**src/rtl/vx_commit_packet_merge.sv**
```systemverilog
// Reassembles lane-sliced execute packets into one full-warp writeback record
// and presents it to commit over a valid/ready handshake.
//
//   state   | meaning
//   --------+---------------------------------------------------------------
//   IDLE    | no instruction open; waiting for a sop packet
//   COLLECT | sop seen, accumulating packets until eop
//   FULL    | record complete and presented on out_*; held until out_ready
module vx_commit_packet_merge #(
  parameter int NUM_THREADS = 16,
  parameter int NUM_LANES   = 4,
  parameter int XLEN        = 32,
  parameter int NW_WIDTH    = 4,
  parameter int UUID_WIDTH  = 44,
  parameter int NR_BITS     = 6,
  localparam int NUM_PACKETS = NUM_THREADS / NUM_LANES,
  localparam int PID_WIDTH   = (NUM_PACKETS > 1) ? $clog2(NUM_PACKETS) : 1
) (
  input  logic                        clk,
  input  logic                        reset,
  input  logic                        in_valid,
  output logic                        in_ready,
  input  logic [UUID_WIDTH-1:0]       in_uuid,
  input  logic [NW_WIDTH-1:0]         in_wid,
  input  logic [NR_BITS-1:0]          in_rd,
  input  logic                        in_wb,
  input  logic [PID_WIDTH-1:0]        in_pid,
  input  logic                        in_sop,
  input  logic                        in_eop,
  input  logic [NUM_LANES-1:0]        in_tmask,
  input  logic [NUM_LANES*XLEN-1:0]   in_data,
  output logic                        out_valid,
  input  logic                        out_ready,
  output logic [UUID_WIDTH-1:0]       out_uuid,
  output logic [NW_WIDTH-1:0]         out_wid,
  output logic [NR_BITS-1:0]          out_rd,
  output logic                        out_wb,
  output logic [NUM_THREADS-1:0]      out_tmask,
  output logic [NUM_THREADS*XLEN-1:0] out_data,
  output logic                        err,
  output logic [31:0]                 instr_count
);

  typedef enum logic [1:0] {
    S_IDLE    = 2'd0,
    S_COLLECT = 2'd1,
    S_FULL    = 2'd2
  } state_t;

  state_t                        r_state;
  state_t                        w_state_nxt;
  logic                          r_live;
  logic [PID_WIDTH-1:0]          r_last_pid;
  logic [UUID_WIDTH-1:0]         r_uuid;
  logic [NW_WIDTH-1:0]           r_wid;
  logic [NR_BITS-1:0]            r_rd;
  logic                          r_wb;
  logic [NUM_THREADS-1:0]        r_tmask;
  logic [NUM_THREADS*XLEN-1:0]   r_data;
  logic                          r_err;
  logic [31:0]                   r_count;

  logic                          w_sop;
  logic                          w_eop;
  logic [PID_WIDTH-1:0]          w_pid;
  logic                          w_accept;
  logic                          w_out_fire;
  logic                          w_start;
  logic                          w_write;
  logic                          w_set_err;

  // With a single packet per warp every packet is a whole instruction.
  assign w_sop = (NUM_PACKETS == 1) ? 1'b1 : in_sop;
  assign w_eop = (NUM_PACKETS == 1) ? 1'b1 : in_eop;
  assign w_pid = (NUM_PACKETS == 1) ? '0 : in_pid;

  // r_live keeps in_ready low while reset is held, without looking at in_valid.
  assign out_valid  = (r_state == S_FULL);
  assign in_ready   = r_live && ((r_state != S_FULL) || out_ready);
  assign w_accept   = in_valid && in_ready;
  assign w_out_fire = out_valid && out_ready;

  assign out_uuid    = r_uuid;
  assign out_wid     = r_wid;
  assign out_rd      = r_rd;
  assign out_wb      = r_wb;
  assign out_tmask   = r_tmask;
  assign out_data    = r_data;
  assign err         = r_err;
  assign instr_count = r_count;

  // State register.
  always_ff @(posedge clk) begin
    if (!reset) begin
      r_state <= S_IDLE;
    end else begin
      r_state <= w_state_nxt;
    end
  end

  // Next-state and accumulator control; a FULL that hands off behaves as IDLE.
  always_comb begin
    w_state_nxt = r_state;
    w_start     = 1'b0;
    w_write     = 1'b0;
    w_set_err   = 1'b0;
    case (r_state)
      S_COLLECT: begin
        if (w_accept) begin
          w_write = 1'b1;
          if (w_sop) begin
            w_start   = 1'b1;
            w_set_err = 1'b1;
          end else if (w_pid <= r_last_pid) begin
            w_set_err = 1'b1;
          end
          if (w_eop) begin
            w_state_nxt = S_FULL;
          end
        end
      end
      default: begin
        if ((r_state == S_FULL) && !out_ready) begin
          w_state_nxt = S_FULL;
        end else begin
          w_state_nxt = S_IDLE;
          if (w_accept) begin
            if (w_sop) begin
              w_start     = 1'b1;
              w_write     = 1'b1;
              w_state_nxt = w_eop ? S_FULL : S_COLLECT;
            end else begin
              w_set_err = 1'b1;
            end
          end
        end
      end
    endcase
  end

  // Header latch, slot writes, sticky error and delivered-record counter.
  always_ff @(posedge clk) begin
    if (!reset) begin
      r_live     <= 1'b0;
      r_last_pid <= '0;
      r_uuid     <= '0;
      r_wid      <= '0;
      r_rd       <= '0;
      r_wb       <= 1'b0;
      r_tmask    <= '0;
      r_data     <= '0;
      r_err      <= 1'b0;
      r_count    <= '0;
    end else begin
      r_live <= 1'b1;
      if (w_set_err) begin
        r_err <= 1'b1;
      end
      if (w_out_fire) begin
        r_count <= r_count + 32'd1;
      end
      if (w_start) begin
        r_uuid <= in_uuid;
        r_wid  <= in_wid;
        r_rd   <= in_rd;
        r_wb   <= in_wb;
      end
      if (w_write) begin
        r_last_pid <= w_pid;
      end
      for (int p = 0; p < NUM_PACKETS; p++) begin
        if (w_write && (w_pid == PID_WIDTH'(p))) begin
          r_tmask[p*NUM_LANES +: NUM_LANES]      <= in_tmask;
          r_data[p*NUM_LANES*XLEN +: NUM_LANES*XLEN] <= in_data;
        end else if (w_start) begin
          r_tmask[p*NUM_LANES +: NUM_LANES]      <= '0;
          r_data[p*NUM_LANES*XLEN +: NUM_LANES*XLEN] <= '0;
        end
      end
    end
  end

endmodule

```
**config.mk**
```make
export PLATFORM = sky130hd
export DESIGN_NAME = vx_commit_packet_merge
export DESIGN_NICKNAME = d
export VERILOG_FILES = /design/src/rtl/vx_commit_packet_merge.sv
export SDC_FILE = /design/constraint.sdc
export NUM_CORES = 1
export LEC_CHECK = 0
export CAP_MARGIN = 25
export CORE_AREA = 2 2 316 318
export CTS_CLUSTER_SIZE = 20
export DETAILED_ROUTE_END_ITERATION = 7
export DIE_AREA = 0 0 318 320
export HOLD_SLACK_MARGIN = 0.08
export RECOVER_POWER = 25
export SLEW_MARGIN = 10
export SYNTH_ARGS = -nofsm -noshare
export SYNTH_HDL_FRONTEND = slang
export SYNTH_SLANG_ARGS = --single-unit
```
**constraint.sdc**
```tcl
create_clock -name clk -period 3.7 [get_ports clk]
set_input_delay 0.555 -clock clk [delete_from_list [all_inputs] [get_ports clk]]
set_output_delay 0.555 -clock clk [all_outputs]
set_load 0.02 [all_outputs]
```
==> parameters.txt <==
Parameter                              Value

Clock tree
  Clock sink count ... 621
  Worst-path clk slew ... 0.06 ns
  Latest clock arrival within the worst-skew pair ... 0.62 ns
  Post-CTS setup buffers ... 0
  Quantity of gates resized following cts ... 0
  CTS HTree Levels ... 3
  TritonCTS Buffers ... 72
  CTS tree ... yes
  Buffer levels on the longest clock path ... 3
  Cts-stage hold buffer count ... 0
  Buffer cell driving the clock tree root ... sky130_fd_sc_hd__clkbuf_16

Yosys
  Distinct cells, synth ... 44
  Syn Std Cell Area ... 21800 sq um
  Asr flop ratio synth ... 0%
  Share of synthesized area occupied by flip-flops and latches ... 57.0%
  Post-Syn Instances ... 2436
  Adder-Cell Fraction of Synth Area ... 0.172%
  Area contributors post-synth ... sky130_fd_sc_hd__dfxtp_1, sky130_fd_sc_hd__nand4_1, sky130_fd_sc_hd__o21ai_0
  Share of synthesized cell area in and, or, nand and nor gates ... 21.9%
  Xor/xnor share of the synthesized area ... 0.321%
  Mux cell area share after synthesis ... 0.0917%
  Flip-flop cell with the highest count after synthesis ... sky130_fd_sc_hd__dfxtp_1
  Combinational family with the most area after synthesis ... simple AND/OR/NAND/NOR gates
  Number of storage elements in the synthesis netlist ... 621
  Post-synth net total ... 2634
  Leading area contributor after synthesis ... sky130_fd_sc_hd__dfxtp_1
  Number of synthesized flops with an enable pin ... 0
  Synthesis Warnings ... 0
  Top cell type's share of synthesized area ... 57.0%
  Fraction of the mapped netlist area in compound gates ... 15.2%
  Average size of a mapped cell ... 8.96 sq um

Critical path
  Critical path class ... input port to flop
  Endpoint kind of the worst setup timing path ... flop
  Launching element type of the critical path ... input port
  Arrival time of the worst setup path ... 3.58 ns
  Data required time at the worst endpoint ... 4.16 ns
  Crit-path max FO ... 57

Timing
  Post-route clock skew ... 0.0197 ns
  Number of setup violations in the final report ... 0
  Setup TNS ... 0 ns
  Achievable clock frequency ... 0.321 GHz
  Hold Vio Cnt, Final ... 0
  Minimum clock period after layout ... 3.11 ns
  Worst-case headroom to the max-slew limit ... -22.9%
  Pins Over Slew Limit ... 54
  RSZ-0062 raised after global routing ... no
  Worst hold slack after final layout ... 0.450 ns
  Minimum setup slack in the final design ... 0.588 ns
  Share of the clock period used by the worst path ... 84.1%
  Pin slew with the least headroom to its limit ... 1.84 ns

Final layout
  Share of layout cells above drive strength 1 ... 5.33%
  Synthesis-to-finish area growth ... 52.9%
  Final Cell Area ... 33400 sq um
  Combined area of the multi-input logic cells ... 8260 sq um
  Fin nets ... 3299
  Sequential cell area in the final layout ... 12400 sq um
  Most frequent standard cell in the layout excluding fill and tap cells ... sky130_fd_sc_hd__dfxtp_1
  Layout filler cell count ... 10000
  Commonest cells after routing, fill and taps aside ... sky130_fd_sc_hd__dfxtp_1, sky130_fd_sc_hd__clkdlybuf4s50_1, sky130_fd_sc_hd__nand4_1, sky130_fd_sc_hd__o21ai_0, sky130_fd_sc_hd__nand2_1

Floorplan
  Overall die width ... 318 microns
  Overall die height ... 320 microns
  DIE AREA ... 102000 sq um
  Total I/O pin count ... 813
  Core area ... 98000 sq um
  Starting Density ... 22.3%
  Number of placement rows ... 115

Route
  Final WL ... 87700 microns
  DRC violation count after routing ... 0
  Number of nets still failing antenna checks after routing ... 0
  Starting DRT DRC Count ... 1456
  Vias after detailed routing ... 21200
  First drt pass iteration count ... 5
  Post-detailed-route wirelength per cell ... 19.8 microns
  Number of vias per cell ... 4.77

Pwr
  Leak pwr ... 11.9 nW
  Power density over the cells ... 443 nW/um^2
  IR Drop Worst-Case VDD ... 0.361 mV

Placement
  Count of input and output buffers ... 812
  Global placer's final weighted congestion ... 0.833
  Hpwl dp ... 61400 microns
  Dpl cell area ... 31200 sq um
  Placement Setup Slack ... 0.644 ns

Global routing
  Via count of the first global-routing pass ... 19700
  Global route total overflow ... 0
  Largest net degree at the start of global routing ... 151
  Wire length of the first global-routing pass ... 129000 microns
  Antenna violations before repair ... 9
  Global-route usage over all layers ... 16.4%

Flow run
  Max-cap violations ... 1

Run status
  Violated checks ... max-capacitance violations, max-slew violations
  Status ... finished, violations left

Worst hold path
  Class of the most critical hold timing path ... flop to flop
[area by class of cell]
type	count	share of cell area (%)
Clock inverter	16	0.397
Multi-Input combinational cell	1523	24.7
Tap cell	1287	4.82
Antenna cell	3	0.0225
Timing Repair Buffer	872	26.4
Sequential cell	621	37.2
Inverter	11	0.124
Clock buffer	108	6.29
[report_power, final]
part           total [mW]  internal, mW  switching (mW)
sequential           6.84          6.78          0.0515
combinational        1.10         0.423           0.673
clock                6.86          3.98            2.88
[logic make-up after synthesis]
logic type,Yosys count
mux,2
xor+xnor,8
buf+inv,292
compound gates,646
simple gates,864
fa+ha+maj,3
flops,621
[Yosys cell counts, drive strengths merged, types with 3 or more instances]
cell type / count
a21oi: 80
and2: 3
and4: 3
buf: 77
clkbuf: 204
dfxtp: 621
ha: 3
inv: 11
nand2: 256
nand3: 8
nand4: 538
nor2: 14
nor2b: 3
nor3: 4
nor4: 3
o211ai: 3
o21a: 3
o21ai: 538
o31ai: 10
or3: 10
or4: 15
xnor2: 6
[flip-flops by register name, indices dropped and copies added, names as in the netlist, 2 cells and up]
register and flops:
r_state 2, r_last_pid 2, out_data 512, instr_count 32
out_uuid 44, out_wid 4, out_rd 6, out_tmask 16
[through the flow]
step	power, mW	cells	util [%]
floorplan	7.46	2436	-
global route	15.3	4440	34.1
finish	14.8	4441	34.1
CTS	15.0	4438	34.1
global placement	8.10	4314	31.8
detailed placement	8.10	4314	31.8
[final timing paths]
path / startpoint / endpoint / slack [ns] / depth (start not counted)
min reg2reg: out_uuid[12] / out_uuid[12] / 0.45 / 2
max reg2reg: instr_count[13] / instr_count[31] / 1.25 / 4
max: reset / out_uuid[17] / 0.59 / 4
min: out_uuid[12] / out_uuid[12] / 0.45 / 2
[worst max-delay path, cell delays in order]
cell and delay, ns:
sky130_fd_sc_hd__clkbuf_2 0.94, sky130_fd_sc_hd__inv_2 1.16, sky130_fd_sc_hd__clkbuf_1 0.76, sky130_fd_sc_hd__a21oi_1 0.08
[layer usage]
| layer | up-vias | global-route usage [%] | share of wire (%) |
|---|---|---|---|
| li1 | 10400 | - | - |
| met1 | 10000 | 20.1 | 42 |
| met2 | 676 | 26.6 | 47 |
| met3 | 140 | 5.39 | 7.6 |
| met4 | 0 | 6.40 | 3.2 |
| met5 | - | 0 | 0 |
(Power assumes the default switching activity.)
